File: config.mk
export PLATFORM = sky130hd
export DESIGN_NAME = vga_timing_scheduler
export DESIGN_NICKNAME = d
export VERILOG_FILES = /design/src/rtl/vga_timing_scheduler_pkg.sv /design/src/rtl/vga_timing_scheduler_toggle_sync.sv /design/src/rtl/vga_timing_scheduler.sv
export SDC_FILE = /design/constraint.sdc
export NUM_CORES = 1
export LEC_CHECK = 0
export ABC_AREA = 1
export ABC_CLOCK_PERIOD_IN_PS = 3300
export CORE_MARGIN = 1.5
export CORE_UTILIZATION = 43
export DETAILED_ROUTE_END_ITERATION = 8
export PLACE_DENSITY = 0.8
export SYNTH_ARGS = -nofsm -noshare
export SYNTH_HDL_FRONTEND = slang
export SYNTH_SLANG_ARGS = --single-unit
File: constraint.sdc
create_clock -name vga_clk -period 3.3 [get_ports vga_clk]
set_clock_uncertainty 0.15 [all_clocks]
set_input_delay 0.33 -clock vga_clk [delete_from_list [all_inputs] [get_ports vga_clk]]
set_output_delay 0.33 -clock vga_clk [all_outputs]
set_load 0.01 [all_outputs]
File: src/rtl/vga_timing_scheduler_pkg.sv
// +---------------------------------------------------------------------------+
// | vga_timing_scheduler_pkg : 800x600@72 timing defaults, flip FSM states     |
// | Rev 1.0                                                                    |
// +---------------------------------------------------------------------------+
`default_nettype none

package vga_timing_scheduler_pkg;

    localparam int DEF_H_VIS  = 800;
    localparam int DEF_H_FP   = 56;
    localparam int DEF_H_SYNC = 120;
    localparam int DEF_H_BP   = 64;
    localparam int DEF_V_VIS  = 600;
    localparam int DEF_V_FP   = 37;
    localparam int DEF_V_SYNC = 6;
    localparam int DEF_V_BP   = 23;

    typedef enum logic [0:0] {
        FLIP_IDLE    = 1'b0,
        FLIP_PENDING = 1'b1
    } flip_state_t;

    function automatic int line_total(input int vis, input int fp, input int sync, input int bp);
        return vis + fp + sync + bp;
    endfunction

    function automatic logic in_window(input logic [10:0] cnt, input logic [10:0] lo,
                                       input logic [10:0] hi);
        return (cnt >= lo) && (cnt < hi);
    endfunction

endpackage

`default_nettype wire

File: src/rtl/vga_timing_scheduler_toggle_sync.sv
// +---------------------------------------------------------------------------+
// | vga_timing_scheduler_toggle_sync : 2-FF toggle synchroniser, edge pulse    |
// | Rev 1.0                                                                    |
// +---------------------------------------------------------------------------+
`default_nettype none

module vga_timing_scheduler_toggle_sync (
    input  logic clk,
    input  logic rst,
    input  logic toggle_i,
    output logic pulse_o
);

    logic [2:0] sync_q;

    always_ff @(posedge clk or posedge rst) begin
        if (rst) begin
            sync_q <= '0;
        end else begin
            sync_q <= {sync_q[1:0], toggle_i};
        end
    end

    // Stages 0..1 resolve metastability; stage 2 only delays for edge detection.
    assign pulse_o = sync_q[1] ^ sync_q[2];

endmodule

`default_nettype wire

File: src/rtl/vga_timing_scheduler.sv
// +---------------------------------------------------------------------------+
// | vga_timing_scheduler : VGA raster timing plus frame-aligned page flips     |
// | Rev 1.0                                                                    |
// +---------------------------------------------------------------------------+
`default_nettype none

module vga_timing_scheduler
    import vga_timing_scheduler_pkg::*;
#(
    parameter int          H_VIS      = DEF_H_VIS,
    parameter int          H_FP       = DEF_H_FP,
    parameter int          H_SYNC     = DEF_H_SYNC,
    parameter int          H_BP       = DEF_H_BP,
    parameter int          V_VIS      = DEF_V_VIS,
    parameter int          V_FP       = DEF_V_FP,
    parameter int          V_SYNC     = DEF_V_SYNC,
    parameter int          V_BP       = DEF_V_BP,
    parameter logic        SYNC_POL   = 1'b1,
    parameter logic [31:0] RESET_BASE = 32'h0000_0000
) (
    input  logic        vga_clk,
    input  logic        rst,
    input  logic        flip_toggle,
    input  logic [31:0] back_base_address,
    output logic [31:0] monitor_base_address,
    output logic        flip_done,
    output logic        flip_pending,
    output logic        hsync,
    output logic        vsync,
    output logic        visible,
    output logic        line,
    output logic        frame,
    output logic [19:0] pixel
);

    localparam int          H_TOTAL    = line_total(H_VIS, H_FP, H_SYNC, H_BP);
    localparam int          V_TOTAL    = line_total(V_VIS, V_FP, V_SYNC, V_BP);
    localparam logic [10:0] HC_LAST    = 11'(H_TOTAL - 1);
    localparam logic [10:0] VC_LAST    = 11'(V_TOTAL - 1);
    localparam logic [10:0] HC_VIS     = 11'(H_VIS);
    localparam logic [10:0] VC_VIS     = 11'(V_VIS);
    localparam logic [10:0] HC_SYNC_LO = 11'(H_VIS + H_FP);
    localparam logic [10:0] HC_SYNC_HI = 11'(H_VIS + H_FP + H_SYNC);
    localparam logic [10:0] VC_SYNC_LO = 11'(V_VIS + V_FP);
    localparam logic [10:0] VC_SYNC_HI = 11'(V_VIS + V_FP + V_SYNC);
    localparam logic [19:0] PIX_LAST   = 20'(H_VIS * V_VIS - 1);

    logic [10:0] hcnt_q, hcnt_d, vcnt_q, vcnt_d;
    logic        visible_q, line_q, frame_q, hsync_q, vsync_q;
    logic [19:0] pixel_q, pixel_d;
    flip_state_t state_q, state_d;
    logic [31:0] next_base_q, next_base_d, base_q, base_d;
    logic        flip_done_q, flip_done_d;
    logic        flip_req, visible_hit, frame_hit, first_cell;

    vga_timing_scheduler_toggle_sync u_flip_sync (
        .clk      (vga_clk),
        .rst      (rst),
        .toggle_i (flip_toggle),
        .pulse_o  (flip_req)
    );

    always_comb begin
        hcnt_d = hcnt_q + 11'd1;
        vcnt_d = vcnt_q;
        if (hcnt_q == HC_LAST) begin
            hcnt_d = '0;
            vcnt_d = (vcnt_q == VC_LAST) ? 11'd0 : vcnt_q + 11'd1;
        end
    end

    assign visible_hit = (hcnt_q < HC_VIS) && (vcnt_q < VC_VIS);
    assign frame_hit   = (hcnt_q == 11'd0) && (vcnt_q == VC_VIS);
    assign first_cell  = (hcnt_q == 11'd0) && (vcnt_q == 11'd0);

    // The first visible cell keeps the 0 left by the frame clear; later cells count up.
    always_comb begin
        pixel_d = pixel_q;
        if (frame_hit) begin
            pixel_d = '0;
        end else if (visible_hit && !first_cell && (pixel_q != PIX_LAST)) begin
            pixel_d = pixel_q + 20'd1;
        end
    end

    always_comb begin
        state_d     = state_q;
        next_base_d = next_base_q;
        base_d      = base_q;
        flip_done_d = 1'b0;
        case (state_q)
            FLIP_IDLE: begin
                if (flip_req) begin
                    next_base_d = back_base_address;
                    state_d     = FLIP_PENDING;
                end
            end
            FLIP_PENDING: begin
                if (flip_req) begin
                    next_base_d = back_base_address;
                end
                if (frame_hit) begin
                    base_d      = next_base_d;
                    flip_done_d = 1'b1;
                    state_d     = FLIP_IDLE;
                end
            end
            default: state_d = FLIP_IDLE;
        endcase
    end

    always_ff @(posedge vga_clk or posedge rst) begin
        if (rst) begin
            hcnt_q      <= '0;
            vcnt_q      <= '0;
            visible_q   <= 1'b0;
            line_q      <= 1'b0;
            frame_q     <= 1'b0;
            hsync_q     <= ~SYNC_POL;
            vsync_q     <= ~SYNC_POL;
            pixel_q     <= '0;
            state_q     <= FLIP_IDLE;
            next_base_q <= RESET_BASE;
            base_q      <= RESET_BASE;
            flip_done_q <= 1'b0;
        end else begin
            hcnt_q      <= hcnt_d;
            vcnt_q      <= vcnt_d;
            visible_q   <= visible_hit;
            line_q      <= (hcnt_q == HC_VIS);
            frame_q     <= frame_hit;
            hsync_q     <= in_window(hcnt_q, HC_SYNC_LO, HC_SYNC_HI) ? SYNC_POL : ~SYNC_POL;
            vsync_q     <= in_window(vcnt_q, VC_SYNC_LO, VC_SYNC_HI) ? SYNC_POL : ~SYNC_POL;
            pixel_q     <= pixel_d;
            state_q     <= state_d;
            next_base_q <= next_base_d;
            base_q      <= base_d;
            flip_done_q <= flip_done_d;
        end
    end

    assign monitor_base_address = base_q;
    assign flip_done            = flip_done_q;
    assign flip_pending         = (state_q == FLIP_PENDING);
    assign hsync                = hsync_q;
    assign vsync                = vsync_q;
    assign visible              = visible_q;
    assign line                 = line_q;
    assign frame                = frame_q;
    assign pixel                = pixel_q;

endmodule

`default_nettype wire

==> results.py, run 1 <==
metrics = {
    "synthesis": {
        "synth.area.top_cells": "dfrtp_1 (53%), nand2_1 (12%), mux2_2 (5.7%)",
        "synthAdderAreaFrac_pct": 1.37,
        "yosys.area.top_type": "dfrtp_1",
        "ys_seq_area_share_pct": 52.9,
        "synth.most_common_cell": "nand2_1",
        "synth_top_family_by_area": "simple AND/OR/NAND/NOR gates",
        "synthSimpleGateAreaFrac_pct": 24.0,
        "synth_mux_area_share_pct": 6.57,
        "async_flop_share_pct": 100,
        "synth_top_area_share_pct": 52.9,
        "ys_ff_latch": 116,
        "synth_ff_type": "dfrtp_1",
        "synthCells": 616,
        "synth_edf_count": 0,
        "synth_compound_gate_area_share_pct": 5.06,
        "syn-num-nets": 657,
        "synth_area_sq_um": 5490,
        "synth.distinct_cells": 30,
        "ys_warn_count": 0,
        "yosys.area_share.xor_xnor_pct": 4.13,
        "netlist_top_cells_count": "nand2_1 (180), dfrtp_1 (116), nor2_1 (53)",
        "avgSynthCellArea_sq_um": 8.90,
    },
    "detailed_routing": {
        "dr.first_iter.drc_count": 360,
        "vias_per_cell": 4.96,
        "wl_per_cell_um": 13.7,
        "ant_nets": 0,
        "drt-total-wl_mm": 12.3,
        "drc": 0,
        "vias": 4440,
        "firstDrtPassIters": 5,
    },
    "grt": {
        "grtUsageMet1_pct": 26.0,
        "grt_pass1_vias": 4197,
        "grt_pass1_wl_mm": 20.5,
        "grt_use_total_pct": 19.5,
        "grt_max_degree": 55,
        "antenna_found_initial": 0,
        "grt-busiest-layer": "met2",
        "met2_usage_pct": 31.6,
        "grt_overflow_total": 0,
        "grt_util_met3_pct": 5.07,
    },
    "hold_path": {
        "hp-start": "u_flip_sync.sync_q[0]$_DFF_PP0_",
        "hold_path.class": "reg2reg",
    },
    "clock_network": {
        "hold_buffers": 0,
        "clk_pin_slew_worst_paths_ps": 50,
        "clk-insertion-delay-late_ps": 410,
        "clock_path_buffers": 2,
        "clockRootBuffer": "clkbuf_16",
        "cts_made_buffers": 17,
        "cts_sinks": 116,
        "cts_tree": "done",
        "htree_num_levels": 4,
        "post_cts_buffers": 0,
        "post_cts_resized": 0,
    },
    "place": {
        "io_buffers": 93,
        "place_ws_ps": 755,
        "dp_hpwl_mm": 8.12,
        "gp_congestion": 0.898,
    },
    "cells_and_area": {
        "antenna_cells": 0,
        "area_delta_synth_final_pct": 30.4,
        "post_route_cells_drive_above_1_share_pct": 10.1,
        "nNetsFinal": 752,
    },
    "setup_path": {
        "setup.worst_path.end": "monitor_base_address[0]$_DFFE_PP0P_",
        "start_kind": "register",
        "rrSetupSlack_ps": 900,
        "worstSetupPathType": "reg2reg",
        "r2r-start": "hcnt_q[0]$_DFF_PP0_",
        "endpoint_kind": "register",
        "reg2reg_depth": 10,
        "arrival_ps": 2590,
        "critPathLaunch": "hcnt_q[0]$_DFF_PP0_",
        "required_ps": 3490,
        "reg2reg_to": "monitor_base_address[0]$_DFFE_PP0P_",
        "crit_path_max_fanout": 54,
    },
    "pwr": {
        "p_per_area_nw_per_um2": 479,
        "p_leak_nw": 3.04,
        "power_mw": 3.43,
        "ir_drop_v": 0.000407,
    },
    "die": {
        "rows": 41,
        "ios": 94,
        "core_area_sq_um": 12500,
        "floorplan.initialDensity_pct": 43.8,
        "die_y_um": 116,
        "dieArea_sq_um": 13400,
        "die_x_um": 116,
    },
    "timing": {
        "fin_crit_ps": 2400,
        "worst_pin_slew_ps": 818,
        "fin_ws_ps": 900,
        "tns_ps": 0,
        "finalSetupViolCount": 0,
        "relSlewSlack_pct": 45.4,
        "finalHoldViolations": 0,
        "grt_setup_unrepaired": "no",
        "clock.fmax_ghz": 0.417,
        "drv_slew": 0,
        "fin_crit_sh_pct": 72.7,
        "timing.hold.ws_ps": 202,
    },
    "run_status": {
        "status": "finished clean",
    },
    "run": {
        "max_cap_viol_count": 0,
    },
}
worst min path at each step:
stage | to | slack [ps] | cells past startpoint
2_1_floorplan | u_flip_sync.sync_q[1]$_DFF_PP0_ | 180 | 0
3_3_place_gp | u_flip_sync.sync_q[1]$_DFF_PP0_ | 180 | 0
3_5_place_dp | u_flip_sync.sync_q[1]$_DFF_PP0_ | 200 | 0
4_1_cts | u_flip_sync.sync_q[0]$_DFF_PP0_ | 200 | 1
5_1_grt | u_flip_sync.sync_q[0]$_DFF_PP0_ | 210 | 1
6_report | u_flip_sync.sync_q[1]$_DFF_PP0_ | 200 | 0
sequential cells by signal, indices dropped and copies added, names as in the netlist, 3 cells and up:
name	flops
pixel	20
u_flip_sync.sync_q	3
next_base_q	32
vcnt_q	11
hcnt_q	11
monitor_base_address	32
routing by layer:
metal  routed length (um)  vias to the layer above
met1                 5630                     2117
li1                     -                     2190
met4                  133                        0
met5                    0                        -
met3                  458                       13
met2                 6060                      120
layout make-up:
cell class                      instances  area [sq um]
Tap cell                              172           215
Clock buffer                           22           474
Clock inverter                         10           100
Multi-Input combinational cell        428          2270
Timing Repair Buffer                   99          1000
Fill cell                            1096          5370
Inverter                               49           188
Sequential cell                       116          2900
power by group:
part | switching, mW | internal (mW)
logic | 0.0790 | 0.0991
registers | 0.0156 | 1.48
clock network | 0.653 | 1.10
total | 0.747 | 2.68
worst max-delay path, stage by stage, from the launching register on:
cell     delay, ps
dfrtp_1        430
inv_1          100
ha_1           140
nand2_1         60
nor2_1          90
nand2_1         70
nor2_2         160
nand2_4        350
nor2_8         550
nand2_1        120
nand2_1         70
logic make-up (layout without fill, tap and decap cells):
logic type / count (synthesis) / count (layout)
AOI/OAI and AO/OA: 54 / 54
xor gates and xnor gates: 25 / 25
adders and majority gates: 6 / 6
buffers and inverters: 72 / 180
DFF: 116 / 116
muxes: 32 / 32
and+or+nand+nor: 311 / 311
per-stage QoR:
stage / instances / util, % / cell area, sq um
floorplan: 616 / - / 5490
global placement: 863 / 52.5 / 6570
detailed placement: 863 / 52.5 / 6570
CTS: 895 / 57.1 / 7140
global route: 896 / 57.1 / 7150
finish: 896 / 57.1 / 7150
layout by cell type (no fill, tap or decap), types with 6 or more instances in the layout:
cell type / netlist / final
mux2_2: 28 / 28
inv_1: 49 / 48
nor2_1: 53 / 53
nand4_1: 12 / 12
dfrtp_1: 116 / 116
o21ai_1: 20 / 20
clkdlybuf4s50_1: 0 / 93
nor3_1: 10 / 10
clkbuf_16: 0 / 17
nand2_1: 180 / 180
o21ai_0: 27 / 27
clkinvlp_4: 0 / 8
ha_1: 6 / 6
xor2_1: 18 / 18
xnor2_1: 6 / 6
nand3_1: 47 / 47
Power figures use the tool's default switching activity.
==> run 2, diff against run 1 <==
Settings changed: ABC_CLOCK_PERIOD_IN_PS 3300 to 2200.
Clock period 3.3 ns to 2.2 ns, I/O delays scaled along.
==> run 2 against run 1 <==
Compared with the run above: sequential share of layout area shrank 0.64 points; highest routed layer unchanged; first-iteration DRC count grew 9.4%; critical path depth decreased by 2; sequential cell count unchanged; critical path type unchanged; global-route usage grew 0.46 points; fmax up 19%; sequential power grew 50%.
==> results.py, run 2 (synthesis results as in run 1) <==
metrics = {
    "timing": {
        "fin_ws_ps": 184,
        "timing.hold.ws_ps": 101,
        "finalHoldViolations": 0,
        "drv_slew": 0,
        "relSlewSlack_pct": 69.8,
        "worst_pin_slew_ps": 449,
        "finalSetupViolCount": 0,
        "fin_crit_sh_pct": 91.7,
        "tns_ps": 0,
        "grt_setup_unrepaired": "no",
        "fin_crit_ps": 2020,
        "clock.fmax_ghz": 0.496,
    },
    "detailed_routing": {
        "vias": 4545,
        "vias_per_cell": 5.03,
        "drc": 0,
        "firstDrtPassIters": 5,
        "drt-total-wl_mm": 12.7,
        "wl_per_cell_um": 14.1,
        "dr.first_iter.drc_count": 394,
        "ant_nets": 0,
    },
    "grt": {
        "grt_max_degree": 70,
        "grt_pass1_vias": 4278,
        "grt_overflow_total": 0,
        "grt_pass1_wl_mm": 20.7,
        "grt_use_total_pct": 20.0,
        "antenna_found_initial": 0,
    },
    "die": {
        "die_x_um": 116,
        "floorplan.initialDensity_pct": 43.8,
        "ios": 94,
        "rows": 41,
        "dieArea_sq_um": 13400,
        "die_y_um": 116,
        "core_area_sq_um": 12500,
    },
    "cells_and_area": {
        "area_delta_synth_final_pct": 32.4,
        "antenna_cells": 0,
        "post_route_cells_drive_above_1_share_pct": 11.2,
        "final_common_cell": "nand2_1",
        "final_cell_area_sq_um": 7260,
        "fin_util_pct": 58.0,
        "final_cell_mix": "nand2_1 (180), dfrtp_1 (116), clkdlybuf4s50_1 (93), nor2_1 (53), inv_1 (48)",
        "layoutNonFillerInstCount": 903,
        "nNetsFinal": 759,
    },
    "place": {
        "place_ws_ps": 175,
        "io_buffers": 93,
        "placed_cell_area_sq_um": 6630,
        "dp_hpwl_mm": 8.29,
        "dp_cells": 869,
        "gp_congestion": 0.870,
    },
    "setup_path": {
        "worstSetupPathType": "reg2reg",
        "reg2reg_depth": 8,
        "endpoint_kind": "register",
        "required_ps": 2350,
        "arrival_ps": 2160,
        "start_kind": "register",
        "crit_path_max_fanout": 16,
    },
    "clock_network": {
        "cts_made_buffers": 17,
        "cts_sinks": 116,
        "clk-insertion-delay-late_ps": 420,
        "htree_num_levels": 4,
        "cts_tree": "done",
        "clockRootBuffer": "clkbuf_16",
        "clk_pin_slew_worst_paths_ps": 60,
        "clock_path_buffers": 2,
    },
    "pwr": {
        "p_int_mw": 4.16,
        "power.switching_mw": 1.16,
        "p_per_area_nw_per_um2": 733,
        "sw_frac_of_total_pct": 21.8,
        "pwr-share-clk_pct": 52.6,
        "p_leak_nw": 3.12,
        "combPwrFrac_pct": 5.2,
        "seqPwrFrac_pct": 42.2,
        "power_mw": 5.33,
        "ir_drop_v": 0.000580,
    },
    "run_status": {
        "status": "finished clean",
    },
    "hold_path": {
        "hold_path.class": "in2async",
    },
    "run": {
        "max_cap_viol_count": 0,
    },
}
[run 2: timing repair]
item	in CTS	in global routing
resized for setup	0	1
endpoints found under the setup margin	0	19
hold buffers	0	0
buffers inserted	0	1
[run 2: final timing paths]
kind / slack, ps / to / from
max in group asynchronous: 1460 / monitor_base_address[12]$_DFFE_PP0P_ / rst
setup reg to reg: 180 / monitor_base_address[26]$_DFFE_PP0P_ / vcnt_q[0]$_DFFE_PP0N_
min in group vga_clk: 120 / u_flip_sync.sync_q[0]$_DFF_PP0_ / flip_toggle
hold / removal: 100 / next_base_q[17]$_DFF_PP0_ / rst
hold reg to reg: 220 / u_flip_sync.sync_q[1]$_DFF_PP0_ / u_flip_sync.sync_q[0]$_DFF_PP0_
setup / recovery: 180 / monitor_base_address[26]$_DFFE_PP0P_ / vcnt_q[0]$_DFFE_PP0N_
[run 2: power by group through the flow]
stage / clock, mW / combinational (mW) / sequential (mW)
after floorplan: 0 / 0.167 / 2.28
after global placement: 0 / 0.277 / 2.28
after detailed placement: 0 / 0.281 / 2.28
after CTS: 2.84 / 0.283 / 2.25
after global routing: 2.95 / 0.304 / 2.26
final: 2.80 / 0.279 / 2.25
[run 2: layout make-up]
cell class	instances	area, sq um
Tap cell	172	215
Clock inverter	15	178
Fill cell	1071	5250
Clock buffer	17	425
Multi-Input combinational cell	429	2280
Timing Repair Buffer	105	1070
Sequential cell	116	2900
Inverter	49	188
[run 2: critical path, cell delays in order, from the launching register on]
cell and delay [ps]:
dfrtp_1 440, inv_1 130, ha_1 210, nand2_1 80, nor2_2 170, nand2_4 180
buf_4 250, o21ai_0 190, nand2_1 80
[run 2: layer usage]
| metal | share of wire, % | global-route usage (%) | vias up |
|---|---|---|---|
| met3 | 4.8 | 6.54 | 27 |
| met4 | 2.1 | 8.29 | 0 |
| li1 | - | - | 2191 |
| met2 | 48 | 31.2 | 130 |
| met5 | 0 | 0 | - |
| met1 | 45 | 25.7 | 2197 |
==> run 3, diff against run 2 <==
Settings changed: ABC_CLOCK_PERIOD_IN_PS 2200 to unset, CORE_UTILIZATION 43 to 48, PLACE_DENSITY 0.8 to 0.86.
==> run 3 against run 2 <==
Compared with the run above: clock-buffer cell count up 1; sequential cell count unchanged; setup slack worse by 19 ps; core utilization up 9.8 points; wire length up 8.2%; critical endpoint is now monitor_base_address[25]$_DFFE_PP0P_; sequential share of layout area down 1.0 points; largest cell class unchanged; combinational power about the same; register-to-register slack worse by 20 ps; total power up 0.95%; first-iteration DRC count down 11%; via count up 4.8%; die area down 10%.
==> results.py, run 3 (synthesis results as in run 1) <==
metrics = {
    "run_status": {
        "status": "finished clean",
    },
    "detailed_routing": {
        "ant_nets": 0,
        "drt-total-wl_mm": 13.7,
        "vias_per_cell": 5.29,
        "wl_per_cell_um": 15.3,
        "dr.first_iter.drc_count": 349,
        "drc": 0,
        "firstDrtPassIters": 6,
        "vias": 4762,
    },
    "setup_path": {
        "worstSetupPathType": "reg2reg",
        "cp_top_family": "simple AND/OR/NAND/NOR gates",
        "slowest_stage": "dfrtp_1",
        "reg2reg_to": "monitor_base_address[25]$_DFFE_PP0P_",
        "reg2reg_depth": 11,
        "cp_slowest_stage_delay_ps": 380,
        "required_ps": 2340,
        "start_kind": "register",
        "crit_top_cell": "nand2_1",
        "rrSetupSlack_ps": 160,
        "endpoint_kind": "register",
        "crit_buf_inv": 3,
        "worstPathCellList": "inv_1, ha_1, nand2_1, nor2_1, nand2_1, nor2_2, buf_4, nand2_4, buf_4, o21ai_0, nand2_1",
        "crit_path_max_fanout": 16,
        "arrival_ps": 2180,
        "r2r-start": "hcnt_q[1]$_DFF_PP0_",
    },
    "hold_path": {
        "hold_end": "u_flip_sync.sync_q[0]$_DFF_PP0_",
        "hold_path.class": "in2reg",
        "holdPathStages": 1,
        "hp-start": "flip_toggle",
    },
    "timing": {
        "drv_slew": 0,
        "fin_crit_ps": 2040,
        "finalHoldViolations": 0,
        "worst_pin_slew_ps": 679,
        "relSlewSlack_pct": 54.7,
        "finalSetupViolCount": 0,
        "fin_crit_sh_pct": 92.5,
        "timing.hold.ws_ps": 114,
        "grt_setup_unrepaired": "no",
        "clock.fmax_ghz": 0.491,
    },
    "place": {
        "dp_hpwl_mm": 9.22,
        "io_buffers": 93,
        "gp_congestion": 0.972,
    },
    "clock_network": {
        "clockRootBuffer": "clkbuf_16",
        "clk_pin_slew_worst_paths_ps": 60,
        "clk-insertion-delay-late_ps": 410,
        "clock_path_buffers": 2,
        "cts_made_buffers": 17,
        "htree_num_levels": 4,
        "cts_tree": "done",
        "cts_sinks": 116,
    },
    "pwr": {
        "power.switching_mw": 1.18,
        "p_per_area_nw_per_um2": 721,
        "p_int_mw": 4.20,
        "seqPwrFrac_pct": 41.9,
        "sw_frac_of_total_pct": 21.9,
        "ir_drop_v": 0.000398,
        "combPwrFrac_pct": 5.2,
        "pwr-share-clk_pct": 53.0,
        "p_leak_nw": 3.27,
    },
    "die": {
        "ios": 94,
        "floorplan.initialDensity_pct": 49.9,
        "dieArea_sq_um": 12100,
        "core_area_sq_um": 11000,
        "die_y_um": 110,
        "die_x_um": 110,
        "rows": 38,
    },
    "grt": {
        "grt_overflow_total": 0,
        "grt_pass1_vias": 4790,
        "antenna_found_initial": 0,
        "grt_max_degree": 61,
        "grt_use_total_pct": 24.5,
        "grt_pass1_wl_mm": 22.7,
    },
    "cells_and_area": {
        "antenna_cells": 0,
        "final_cell_mix": "nand2_1 (180), dfrtp_1 (116), clkdlybuf4s50_1 (93), nor2_1 (52), inv_1 (48)",
        "area_delta_synth_final_pct": 35.9,
        "post_route_cells_drive_above_1_share_pct": 14.7,
        "nNetsFinal": 789,
        "final_common_cell": "nand2_1",
        "fin_util_pct": 67.9,
    },
    "run": {
        "max_cap_viol_count": 0,
    },
}
[run 3: metal layers]
| layer | vias up | GRT usage [%] | routed length, um |
|---|---|---|---|
| met5 | - | 0 | 0 |
| met4 | 0 | 9.37 | 317 |
| met3 | 33 | 4.92 | 781 |
| met2 | 187 | 41.7 | 6930 |
| met1 | 2285 | 30.6 | 5720 |
| li1 | 2257 | - | - |
[run 3: power by group through the flow]
| stage | sequential (mW) | clock [mW] | combinational (mW) |
|---|---|---|---|
| 2_1_floorplan | 2.28 | 0 | 0.167 |
| 3_3_place_gp | 2.28 | 0 | 0.265 |
| 3_5_place_dp | 2.29 | 0 | 0.276 |
| 4_1_cts | 2.25 | 2.89 | 0.281 |
| 5_1_grt | 2.26 | 2.99 | 0.304 |
| 6_report | 2.25 | 2.85 | 0.278 |
[run 3: area by class of cell]
class,count,area [sq um]
tap,140,175
multi-input combinational,429,2290
timing repair buffer,135,1290
fill,813,3530
clock buffer,18,439
sequential,116,2900
inverter,49,188
clock inverter,14,176
[run 3: how the worst max path moves through the flow]
stage	from	endpoint	slack (ps)	cells after the start
floorplan	rst	flip_done$_DFF_PP0_	420	1
global placement	pixel[0]$_DFFE_PP0P_	pixel[3]$_DFFE_PP0P_	-140	8
detailed placement	pixel[0]$_DFFE_PP0P_	pixel[4]$_DFFE_PP0P_	-230	8
CTS	pixel[0]$_DFFE_PP0P_	pixel[11]$_DFFE_PP0P_	40	8
global route	hcnt_q[1]$_DFF_PP0_	monitor_base_address[25]$_DFFE_PP0P_	20	11
finish	hcnt_q[1]$_DFF_PP0_	monitor_base_address[25]$_DFFE_PP0P_	160	11
[run 3: per-stage QoR]
step | cells | worst slack (ps) | TNS [ps] | area, sq um | power [mW]
after floorplan | 616 | 417 | 0 | 5490 | 2.44
after global placement | 866 | -138 | -2560 | 6790 | 2.54
after detailed placement | 866 | -234 | -4190 | 6790 | 2.56
after CTS | 899 | 39.8 | 0 | 7420 | 5.42
after global routing | 901 | 21.4 | 0 | 7460 | 5.56
final | 901 | 165 | 0 | 7460 | 5.38
[run 3: what timing repair did]
item / 4_1_cts / 5_1_grt
hold buffers: 1 / 0
pin swaps: 0 / 2
resized for setup: 1 / 2
setup endpoints to repair: 20 / 50
cloned: 0 / 1
endpoints found under the hold margin: 5 / 0
setup buffers: 0 / 1
